### src/rtl/tipi_pkg.sv
// rtl/tipi_pkg.sv - shared constants and types for the TIPI transfer controller
//
// Purpose: TI-side register addresses, handshake FSM state encoding and
//          status byte bit positions used by tipi_xfer_ctrl.
// Ports:   none (package).

package tipi_pkg;

    localparam logic [15:0] ADDR_DATA   = 16'h5fff;  // TI write: data byte to RPi
    localparam logic [15:0] ADDR_CTRL   = 16'h5ffd;  // TI write: control byte, starts transfer
    localparam logic [15:0] ADDR_RDATA  = 16'h5ffb;  // TI read: RPi data byte
    localparam logic [15:0] ADDR_STATUS = 16'h5ff9;  // TI read: status byte

    typedef enum logic [1:0] {
        ST_IDLE    = 2'd0,
        ST_PRESENT = 2'd1,
        ST_RELEASE = 2'd2
    } state_t;

    localparam int STAT_BUSY    = 7;
    localparam int STAT_OVERRUN = 6;
    localparam int STAT_TIMEOUT = 5;

endpackage

### src/rtl/tipi_sync.sv
// rtl/tipi_sync.sv - parameterized-width two-flop synchronizer
//
// Purpose: brings asynchronous inputs into the clk domain.
// Ports:   clk       system clock
//          rst_n     synchronous active-low reset (loads RESET_VAL)
//          d         asynchronous input bits
//          q         synchronized output bits

module tipi_sync #(
    parameter int               WIDTH     = 1,
    parameter logic [WIDTH-1:0] RESET_VAL = '0
) (
    input  logic             clk,
    input  logic             rst_n,
    input  logic [WIDTH-1:0] d,
    output logic [WIDTH-1:0] q
);

    logic [WIDTH-1:0] meta;

    always_ff @(posedge clk) begin
        if (!rst_n) begin
            meta <= RESET_VAL;
            q    <= RESET_VAL;
        end else begin
            meta <= d;
            q    <= meta;
        end
    end

endmodule

### src/rtl/tipi_xfer_ctrl.sv
// rtl/tipi_xfer_ctrl.sv - TIPI TI<->RPi mailbox transfer controller
//
// Purpose: synchronizes TI bus strobes, latches TI writes to the data and
//          control registers, offers them to the RPi with a four-phase
//          valid/ack handshake, and returns RPi data / status on TI reads.
// Ports:   clk, rst_n                      clock, sync active-low reset
//          ti_a, ti_data                   TI address / write data (bit 0 = MSB)
//          ti_memen, ti_we, ti_reset       TI strobes, active low
//          ti_dbin                         TI read strobe, active high
//          tipi_data_out, tipi_control_out active-low read OEs (0x5ffb / 0x5ff9)
//          ti_rd_data                      byte to the TI bus transmitters
//          rpi_d, rpi_s, rpi_valid         latched data/control bytes and valid
//          rpi_ack, rpi_in                 RPi acknowledge and RPi-to-TI byte
//          busy                            FSM not in IDLE

module tipi_xfer_ctrl
    import tipi_pkg::*;
#(
    parameter int TIMEOUT_CYCLES = 1048576
) (
    input  logic        clk,
    input  logic        rst_n,
    input  logic [0:15] ti_a,
    input  logic [0:7]  ti_data,
    input  logic        ti_memen,
    input  logic        ti_we,
    input  logic        ti_reset,
    input  logic        ti_dbin,
    output logic        tipi_data_out,
    output logic        tipi_control_out,
    output logic [7:0]  ti_rd_data,
    output logic [7:0]  rpi_d,
    output logic [7:0]  rpi_s,
    output logic        rpi_valid,
    input  logic        rpi_ack,
    input  logic [7:0]  rpi_in,
    output logic        busy
);

    localparam int             CW       = (TIMEOUT_CYCLES > 1) ? $clog2(TIMEOUT_CYCLES) : 1;
    localparam logic [CW-1:0]  CNT_LAST = CW'(TIMEOUT_CYCLES - 1);

    logic [3:0]    ti_sync_q;
    logic          we_s, memen_s, tireset_s, dbin_s;
    logic          we_d;
    logic [8:0]    rpi_sync_q;
    logic          ack_s;
    logic [7:0]    rpi_in_s;

    state_t        state, state_next;
    logic [CW-1:0] cnt;
    logic          overrun, timeout;
    logic          wr_ev, wr_data, wr_ctrl, tmo_hit, valid_next;
    logic [7:0]    status;
    logic          unused_dbin;

    tipi_sync #(.WIDTH(4), .RESET_VAL(4'b1110)) u_ti_sync (
        .clk   (clk),
        .rst_n (rst_n),
        .d     ({ti_we, ti_memen, ti_reset, ti_dbin}),
        .q     (ti_sync_q)
    );

    tipi_sync #(.WIDTH(9), .RESET_VAL(9'd0)) u_rpi_sync (
        .clk   (clk),
        .rst_n (rst_n),
        .d     ({rpi_ack, rpi_in}),
        .q     (rpi_sync_q)
    );

    assign {we_s, memen_s, tireset_s, dbin_s} = ti_sync_q;
    assign {ack_s, rpi_in_s}                  = rpi_sync_q;
    // Synced DBIN is kept for symmetry with the other strobes; reads decode the raw bus.
    assign unused_dbin                        = dbin_s;

    // Edge-detect stage; like the synchronizers it is not cleared by TI reset.
    always_ff @(posedge clk) begin
        if (!rst_n) begin
            we_d <= 1'b1;
        end else begin
            we_d <= we_s;
        end
    end

    // Address and data are sampled raw: the TI holds them stable across the write.
    assign wr_ev   = we_d & ~we_s & ~memen_s;
    assign wr_data = wr_ev && (ti_a == ADDR_DATA);
    assign wr_ctrl = wr_ev && (ti_a == ADDR_CTRL);
    assign tmo_hit = (state != ST_IDLE) && (cnt == CNT_LAST);

    always_ff @(posedge clk) begin
        if (!rst_n) begin
            state <= ST_IDLE;
        end else begin
            state <= state_next;
        end
    end

    always_comb begin
        state_next = state;
        if (!tireset_s) begin
            state_next = ST_IDLE;
        end else begin
            case (state)
                ST_IDLE:    if (wr_ctrl) state_next = ST_PRESENT;
                ST_PRESENT: if (tmo_hit) state_next = ST_IDLE;
                            else if (ack_s) state_next = ST_RELEASE;
                ST_RELEASE: if (tmo_hit || !ack_s) state_next = ST_IDLE;
                default:    state_next = ST_IDLE;
            endcase
        end
    end

    // Valid is registered and only set once PRESENT has held for a cycle, so it
    // rises the cycle after the latch and drops together with the exit from PRESENT.
    always_comb begin
        busy       = (state != ST_IDLE);
        valid_next = (state == ST_PRESENT) && (state_next == ST_PRESENT);
    end

    always_ff @(posedge clk) begin
        if (!rst_n || !tireset_s) begin
            rpi_d     <= 8'h00;
            rpi_s     <= 8'h00;
            rpi_valid <= 1'b0;
            overrun   <= 1'b0;
            timeout   <= 1'b0;
            cnt       <= '0;
        end else begin
            rpi_valid <= valid_next;
            cnt       <= (state_next != state || state == ST_IDLE) ? '0 : cnt + CW'(1);
            if (tmo_hit) begin
                timeout <= 1'b1;
            end
            // Writes are judged against the current state, so one landing on the
            // RELEASE->IDLE edge is still an overrun.
            if (wr_data) begin
                if (state == ST_IDLE) rpi_d   <= ti_data;
                else                  overrun <= 1'b1;
            end
            if (wr_ctrl) begin
                if (state == ST_IDLE) rpi_s   <= ti_data;
                else                  overrun <= 1'b1;
            end
        end
    end

    always_comb begin
        status               = 8'h00;
        status[STAT_BUSY]    = busy;
        status[STAT_OVERRUN] = overrun;
        status[STAT_TIMEOUT] = timeout;
    end

    always_comb begin
        ti_rd_data = 8'h00;
        if (ti_a == ADDR_RDATA) begin
            ti_rd_data = rpi_in_s;
        end else if (ti_a == ADDR_STATUS) begin
            ti_rd_data = status;
        end
    end

    assign tipi_data_out    = ~(~ti_memen & ti_dbin & (ti_a == ADDR_RDATA));
    assign tipi_control_out = ~(~ti_memen & ti_dbin & (ti_a == ADDR_STATUS));

endmodule
### config.mk
export PLATFORM = sky130hd
export DESIGN_NAME = tipi_xfer_ctrl
export DESIGN_NICKNAME = d
export VERILOG_FILES = /design/src/rtl/tipi_pkg.sv /design/src/rtl/tipi_sync.sv /design/src/rtl/tipi_xfer_ctrl.sv
export SDC_FILE = /design/constraint.sdc
export NUM_CORES = 1
export LEC_CHECK = 0
export CELL_PAD_IN_SITES_DETAIL_PLACEMENT = 1
export CELL_PAD_IN_SITES_GLOBAL_PLACEMENT = 1
export CORE_UTILIZATION = 36
export DETAILED_ROUTE_END_ITERATION = 8
export PLACE_DENSITY_LB_ADDON = 0.1
export SYNTH_ARGS = -nofsm -noshare
export SYNTH_HDL_FRONTEND = slang
export SYNTH_SLANG_ARGS = --single-unit
### constraint.sdc
create_clock -name clk -period 3.8 [get_ports clk]
set_input_delay 1.14 -clock clk [delete_from_list [all_inputs] [get_ports clk]]
set_output_delay 1.14 -clock clk [all_outputs]
set_load 0.01 [all_outputs]
==> flow_summary.toml, run 1 <==
[synthesis]
yosysWarnings = 0
netlist.area_leader.share = 0.513
ys_seq_area_frac = 0.513
yosysUniqueCellTypes = 45
synth_edf_count = 0
synth.most_common_cell = "dfxtp_1"
ys_ff_latch = 66
syn_nets = 313
synth-async-reset-ratio = 0
synth_area_leader_cell = "dfxtp_1"
yosys_most_used_dff = "dfxtp_1"
synth_area_leaders = "dfxtp_1 (51%), nand4_1 (6.1%), and2_1 (4.4%)"
synth_area_um2 = 2580
synth_common_cells = "dfxtp_1 (66), nand4_1 (25), a21oi_1 (21), nor2_1 (21), o21ai_0 (19)"
synthCells = 273
syn_area_per_cell_um2 = 9.44

[worst_setup_path]
worstSetupPathType = "input pin to primary output"
cp_max_fo = 2
slowest_delay_ns = 0.50
crit_arrival_ns = 2.56
cp_slowest_cell = "or4b_1"
required_ns = 2.66
critPathLaunch = "ti_a[15]"
reg2reg_depth = 5
reg2reg_from = "cnt[0]"
crit_family = "simple AND/OR/NAND/NOR gates"
cp-end-kind = "primary output"
rrSetupSlack_ns = 1.71
crit_buf_inv = 2
crit_path_start_kind = "input pin"
rr_endpoint = "cnt[18]"
path_cells = "dlygate4sd2_1 > nand4_1 > nor4_4 > nand2b_1 > or4b_1 > buf_2"

[layout]
post_route_cells_drive_above_1_share = 0.191
nets = 391
diodes = 0
area_growth_pct = 39.7
final_core_util = 0.524
finalNonFillerCells = 452
stdcell_area_um2 = 3600

[detailed_routing]
vias = 2286
drc_errors = 0
routed_wl_mm = 6.71
wl_per_cell_um = 14.8
drt_iter0_drc = 88
ant_nets = 0
firstDrtPassIters = 4
vias_per_cell = 5.06

[clock_tree]
clk_pin_slew_ns = 0.06
cts_tree = "yes"
clkLatencyLatePin_ns = 0.33
htree_levels = 3
cts_buffers = 9
cts-hold-fix-buffers = 0
clockRootBuffer = "clkbuf_8"
clockBufferDepth = 2
cts.sinks = 66

[grt]
grt.overflow.total = 0
grt_max_degree = 27
grt_pass1_vias = 2305
grt_first_pass_wirelength_mm = 11.0
antenna_found_initial = 0
track_usage = 0.192

[timing]
slew_viol_final = 0
timing.hold.ws_ns = 0.413
setup_ws_ns = 0.0964
setup-violations-final = 0
tightest_slew_ns = 0.743
period_share = 0.975
finalClockSkew_ns = 0.00734
setup-tns-final_ns = 0
rsz0062_at_grt = "false"
fin_crit_ns = 3.70
maxSlewHeadroom = 0.503
hold_violations = 0
fmaxAchievable_mhz = 270

[placement]
place_congestion = 0.720
portBuffers = 66
dpl_cell_area_um2 = 3400
post-place-ws_ns = -0.652
place_hpwl_mm = 4.64
place_inst = 433

[worst_hold_path]
min_to = "u_ti_sync.q[1]"
whs_path_depth = 1
hp-start = "u_ti_sync.meta[1]"
hold_class = "register to register"

[power]
p_leak_nw = 1.32
power.density_nw_per_um2 = 393
vdd_drop_max_uv = 190
finalPower_mw = 1.42

[die]
die_h_um = 86.6
die_w_um = 86.6
ios = 67
num_rows = 30
start_util = 0.375
dieArea_um2 = 7500
core_um2 = 6870

[run_status]
outcome = "completed"

[flow_run]
maxCapViolCount = 0
-- worst max path at each step --
stage                       endpoint  cells after the start
CTS                    ti_rd_data[3]                      8
detailed placement     ti_rd_data[3]                      7
floorplan           tipi_control_out                      4
global route        tipi_control_out                      6
finish              tipi_control_out                      6
global placement       ti_rd_data[3]                      7
-- metal layers --
metal  track usage  part of all wire  up-vias
met3        0.0533             0.040        9
met4        0.0697             0.015        0
met5             0                 0        -
met1         0.248              0.46     1093
li1              -                 -     1134
met2         0.305              0.49       50
-- kinds of logic (layout without fill, tap and decap cells) --
family	after synthesis	count (layout)	share of synthesized area
muxes	2	2	0.00777
xor gates and xnor gates	14	14	0.0476
and+or+nand+nor	125	125	0.295
AOI/OAI and AO/OA	48	48	0.103
adders and majority gates	1	1	0.00485
DFF	66	66	0.513
buffers and inverters	17	100	0.0296
-- report_power, final --
group	switching, mW	leakage, nW	total [mW]	internal [mW]
Sequential	0.00406	0.537	0.708	0.704
Combinational	0.0273	0.669	0.0697	0.0424
Clock	0.257	0.116	0.639	0.382
Total	0.288	1.32	1.42	1.13
-- cell type report --
cell class              count  area [um2]
fillers                   816        3270
flip-flops and latches     66        1320
multi-input cells         190        1230
repair buffers             81         701
clock buffers              10         138
well taps                  96         120
clock inverters             6        80.1
inverters                   3        11.3
-- state kept, by name, indices dropped and copies added, names as in the netlist, named ones only --
name	count
u_rpi_sync.meta	9
cnt	20
rpi_s	8
rpi_d	8
state	2
rpi_valid	1
u_ti_sync.q	3
u_ti_sync.meta	3
we_d	1
timeout	1
u_rpi_sync.q	9
-- cells in the final DEF, fill, tap and decap left out, drive strengths merged, types with 5 or more instances in the layout --
cell           synthesis  layout
o21ai                 19      19
nand2                 12      12
nand2b                 8       8
a21oi                 22      22
nor2                  21      21
dlygate4sd2            0       5
nand4                 27      27
buf                    3      23
dfxtp                 66      66
and3                   5       5
clkbuf                11      21
and2                  18      18
xnor2                  5       5
xor2                   9       9
clkdlybuf4s50          0      42
nand3                  6       6
-- timing repair --
action	in CTS	in global routing
resized for setup	60	24
pin swaps	11	9
setup endpoints to repair	10	10
buffers inserted	2	1
Note: power is estimated with default switching activity, not from simulation.
==> inputs of run 2 (changes only) <==
Settings changed: ABC_AREA from default to 0, CAP_MARGIN from default to 20.
==> results of run 2 <==
Same layout as run 1: the final DEF is identical, and so are final timing and power.
==> inputs of run 3 (changes only) <==
Settings changed: CELL_PAD_IN_SITES_DETAIL_PLACEMENT 1 to default, CELL_PAD_IN_SITES_GLOBAL_PLACEMENT 1 to default, CORE_UTILIZATION 36 to 49, PLACE_DENSITY from default to 0.8, PLACE_DENSITY_LB_ADDON 0.1 to default.
Clock period 3.8 ns to 4.5 ns, I/O delays scaled along.
==> flow_summary.toml, run 3 (synthesized netlist as in run 1, its figures left out) <==
[worst_hold_path]
hp-start = "u_ti_sync.meta[1]"
hold_class = "register to register"
whs_path_depth = 1

[timing]
hold_violations = 0
fin_crit_ns = 4.44
period_share = 0.987
maxSlewHeadroom = 0.431
tightest_slew_ns = 0.841
fmaxAchievable_mhz = 225
finalClockSkew_ns = 0.00330
slew_viol_final = 0
setup-violations-final = 0

[clock_tree]
cts-hold-fix-buffers = 0
clockBufferDepth = 2
cts_tree = "yes"
clkLatencyLatePin_ns = 0.33
clockRootBuffer = "clkbuf_8"
clk_pin_slew_ns = 0.07
htree_levels = 3
cts.sinks = 66
cts_buffers = 9

[layout]
largest_reg_flops = 20
mostFrequentLayoutCells = "dfxtp_1 (66), clkdlybuf4s50_1 (48), nand4_1 (25), a21oi_1 (21), nor2_1 (20)"
regArea_um2 = 1320
area_growth_pct = 37.2
largest-register = "cnt"
layout_commonest_cell = "dfxtp_1"
final_core_util = 0.697
fillers = 397
nets = 389
diodes = 0
multi_input_area_um2 = 1200
finalNonFillerCells = 424
reg_top3 = "cnt: 20 flops, u_rpi_sync.meta: 9 flops, u_rpi_sync.q: 9 flops"
post_route_cells_drive_above_1_share = 0.138

[detailed_routing]
ant_nets = 0
firstDrtPassIters = 4
drt_iter0_drc = 145
vias_per_cell = 5.22
drc_errors = 0
wl_per_cell_um = 12.9
vias = 2214
routed_wl_mm = 5.46

[grt]
antenna_found_initial = 0
grt_max_degree = 28
grt_first_pass_wirelength_mm = 8.51
grt_pass1_vias = 1831
grt.overflow.total = 0
track_usage = 0.205

[worst_setup_path]
worstSetupPathType = "input pin to primary output"
cp_slowest_cell = "or4_4"
reg2reg_from = "cnt[0]"
slowest_delay_ns = 0.54
crit_family = "simple AND/OR/NAND/NOR gates"
crit_path_start_kind = "input pin"
crit_cells = 8
crit_buf_inv = 4
critPathLaunch = "ti_a[1]"
required_ns = 3.15
reg2reg_depth = 5
cp-end-kind = "primary output"
crit_arrival_ns = 3.09
cp_max_fo = 4
path_cells = "clkdlybuf4s50_1 > nand4_1 > or4_4 > nor2_4 > buf_6 > buf_4 > and3_1 > buf_2"

[die]
core_um2 = 5070
ios = 67
dieArea_um2 = 5550
die_w_um = 74.5
start_util = 0.508
num_rows = 26
die_h_um = 74.5

[run_status]
outcome = "completed"

[power]
p_leak_nw = 1.31
power.density_nw_per_um2 = 308
vdd_drop_max_uv = 295

[flow_run]
maxCapViolCount = 0

[placement]
portBuffers = 66
place_hpwl_mm = 3.80
place_congestion = 0.761
place_inst = 404
## run 3: path summary, 6_finish.rpt
kind,end,slack (ns)
worst max-delay path,ti_rd_data[1],0.06
worst min-delay path,u_ti_sync.q[1],0.41
worst max register to register,cnt[18],2.46
worst min register to register,u_ti_sync.q[1],0.41
## run 3: worst register-to-register path, cell delays in order, from the launching register on
cell     delay, ns
dfxtp_1       0.39
ha_1          0.26
nand4_2       0.13
or3_1         0.53
or4_4         0.55
a21oi_2       0.13
## run 3: cell type report
type	instances	share of cell area
clock buffers	9	0.0350
clock inverters	7	0.0152
inverters	3	0.00318
multi-input cells	190	0.339
flip-flops and latches	66	0.374
well taps	70	0.0248
repair buffers	79	0.209
## run 3: what timing repair did
action	4_1_cts	5_1_grt
buffers inserted	4	0
resized for setup	35	6
pin swaps	4	4
endpoints found under the setup margin	10	6
## run 3: per-stage QoR
step / setup slack, ns / total power, mW / hold slack, ns / cell area (um2) / setup TNS [ns]
floorplan: 0.357 / 0.627 / 0.386 / 2580 / 0
global placement: -0.357 / 0.667 / 0.395 / 3330 / -2.59
detailed placement: -0.424 / 0.669 / 0.396 / 3330 / -3.06
CTS: -0.00909 / 1.10 / 0.414 / 3520 / -0.00909
global route: -0.00851 / 1.13 / 0.437 / 3540 / -0.00851
finish: 0.0586 / 1.09 / 0.410 / 3540 / 0
## run 3: layer usage
| metal | vias to the layer above | GRT usage | wire length [um] |
|---|---|---|---|
| met5 | - | 0 | 0 |
| met2 | 52 | 0.295 | 2530 |
| li1 | 1136 | - | - |
| met1 | 1016 | 0.282 | 2570 |
| met4 | 0 | 0.101 | 104 |
| met3 | 10 | 0.0556 | 255 |
## run 3: where the power goes
group	switching [mW]	internal [mW]	total [mW]
Combinational	0.0206	0.0377	0.0583
Sequential	0.00240	0.594	0.596
Clock	0.232	0.203	0.435
Total	0.255	0.835	1.09
==> patch: new RTL, settings of run 2 <==
Set the parameter `TIMEOUT_CYCLES` to 2097152 (it was 1048576).
--- a/src/rtl/tipi_xfer_ctrl.sv
+++ b/src/rtl/tipi_xfer_ctrl.sv
@@ -16,7 +16,7 @@
 module tipi_xfer_ctrl
     import tipi_pkg::*;
 #(
-    parameter int TIMEOUT_CYCLES = 1048576
+    parameter int TIMEOUT_CYCLES = 2097152
 ) (
     input  logic        clk,
     input  logic        rst_n,
Behaviour: no difference found for any inputs over 10 cycles, from zero or initial values and one cycle with rst_n low; that may be too few to reach the edited logic, so the function may still have changed.
==> patch against run 2 <==
- worst setup slack got worse by 0.032 ns
- area after synthesis up 4.4%
- sequential cell count increased by 1
- critical path depth grew 1
- final area rose by 4.1%
- cell count increased by 2.4%
- combinational power about the same
- power grew 9.9%
- routed wire length decreased by 4.8%
- first-iteration DRC count down 32%
==> patch: results (changes against run 2) <==
Min path
  • Hold endpoint: u_ti_sync.q[3]
  • Hold Crit Class: reg -> reg
  • Worst hold path startpoint: u_ti_sync.meta[3]

Setup path
  • Crit path from: ti_a[4]
  • R2R cell count: 5 (unchanged)
  • Critical path endpoint: tipi_control_out
  • Worst Path Arrival: 2.60 ns (+0.04 ns)
  • Worst r2r src: cnt[0]
  • Critical Path Slowest Stage Cell: or4b_4
  • Slowest stage delay, CP: 0.51 ns
  • Reg2reg setup slack: 1.53 ns (-0.18 ns)
  • Capturing point of the worst reg2reg path: cnt[14]

Placement
  • Inst Count DP: 447 (+3.2%)
  • Pre-CTS setup slack: -0.7668 ns (-0.1152 ns)
  • Post-DP Area: 3490 sq um (+2.7%)
  • HPWL reported at the end of detailed placement: 4814 um (+3.8%)
  • Routability congestion estimate from global placement: 0.7398 (+2.7%)

Synth
  • Yosys cell types: 44 (-2.2%)
  • Ranking of synthesized cells by area: dfxtp_1 50%, mux2i_1 7.4%, nand2_1 4.7%
  • Sequential area share after synthesis: 49.86% (-1.4 points)
  • Net count after synthesis: 325 (+3.8%)
  • Syn Area/Cell: 9.439 sq um (about the same)
  • Synth cell count leaders: 67 x dfxtp_1, 34 x nand2_1, 20 x mux2i_1, 19 x and2_1, 14 x nor2_1
  • Main synth FF type: dfxtp_1

GRT
  • First-pass GRT wire length: 10,510 um (-4.7%)
  • Vias in the first global route: 2,324 (+0.82%)
  • Largest net degree at the start of global routing: 26 (-3.7%)
  • All-layer global routing usage: 17.82% (-1.3 points)

STA
  • Relative slew slack: 43.30% (-7.0 points)
  • Worst Skew: 0.003917 ns (-0.003423 ns)
  • Hold Slack: 0.4129 ns (+0.00005300 ns)
  • F_max: 0.2677 GHz (-0.86%)

Final layout
  • Largest regs: cnt (21), u_rpi_sync.meta (9), u_rpi_sync.q (9)
  • Share of layout cells above drive strength 1: 12.91% (-6.2 points)
  • Filler instances: 842 (+3.2%)
  • Ant. Diodes: 0 (unchanged)
  • Area grow syn2layout: 39.30%
  • Layout Nets: 399 (+2.0%)
  • Cell Count, Final, Fillers Out: 463 (+2.4%)

Drt
  • Drt wl/cell: 13.79 um (-7.1%)
  • Met2 wire len: 3218 um (-1.8%)
  • Met3 wire len: 219 um (-19%)
  • First-pass iteration count of the detailed router: 6 (+2)
  • Starting DRC count in detailed routing: 60 (-32%)
  • Via density: 4.942 (-2.3%)
  • Metal-1 WL: 2831 um (-7.5%)

Power and ir drop
  • Leak pwr: 1.406 nW (+6.4%)
  • VDD IR max: 0.2527 mV (+33%)

Status
  • Status: finished, final reports clean

Clock network
  • CTS HTree Levels: 3 (unchanged)
-- patch: cell count changes in the layout (fill, tap and decap cells not counted), sizes merged, moves of 9 or more --
cell,before,now
nand2,12,34
mux2i,2,20
nand4,27,10
clkdlybuf4s15,0,13
buf,23,11
o21ai,19,7
a21oi,22,13
-- patch: final cells by class --
| cell class | instances | area share (%) |
|---|---|---|
| Clock buffer | 9 | 3.306 |
| Clock inverter | 7 | 3.740 |
| Multi-Input combinational cell | 200 | 34.46 |
| Sequential cell | 67 | 35.79 |
| Timing Repair Buffer | 76 | 18.90 |
| Tap cell | 99 | 3.306 |
| Inverter | 5 | 0.5008 |
-- patch: report_power, final --
part	leakage (nW)	switching (mW)	internal, mW
combinational	0.736	0.0259	0.0438
sequential	0.545	0.00389	0.714
clock	0.125	0.269	0.501
total	1.41	0.299	1.26
-- patch: kinds of logic after synthesis --
kind of cell               synth area share, %
AOI/OAI and AO/OA                        7.070
buffers and inverters                    2.930
xor gates and xnor gates                 3.581
and+or+nand+nor                          28.65
adders and majority gates               0.4650
muxes                                    7.442
DFF                                      49.86
-- patch: repair_timing --
item,CTS,global route
resized for setup,40,17
setup buffers,1,0
hold buffers,0,0
pin swaps,6,4
setup endpoints to repair,10,8
hold endpoints to repair,0,0
-- patch: per-layer routing --
metal  global-route usage [%]  vias up
met5                        0        -
li1                         -     1135
met4                    7.918        0
met3                    4.384       10
met2                    31.12       40
met1                    20.63     1103
-- patch: worst max-delay path, delay by kind of cell --
kind / cells / cell delay, ns
and+or+nand+nor: 4 / 0.99
buffers and inverters: 3 / 0.46
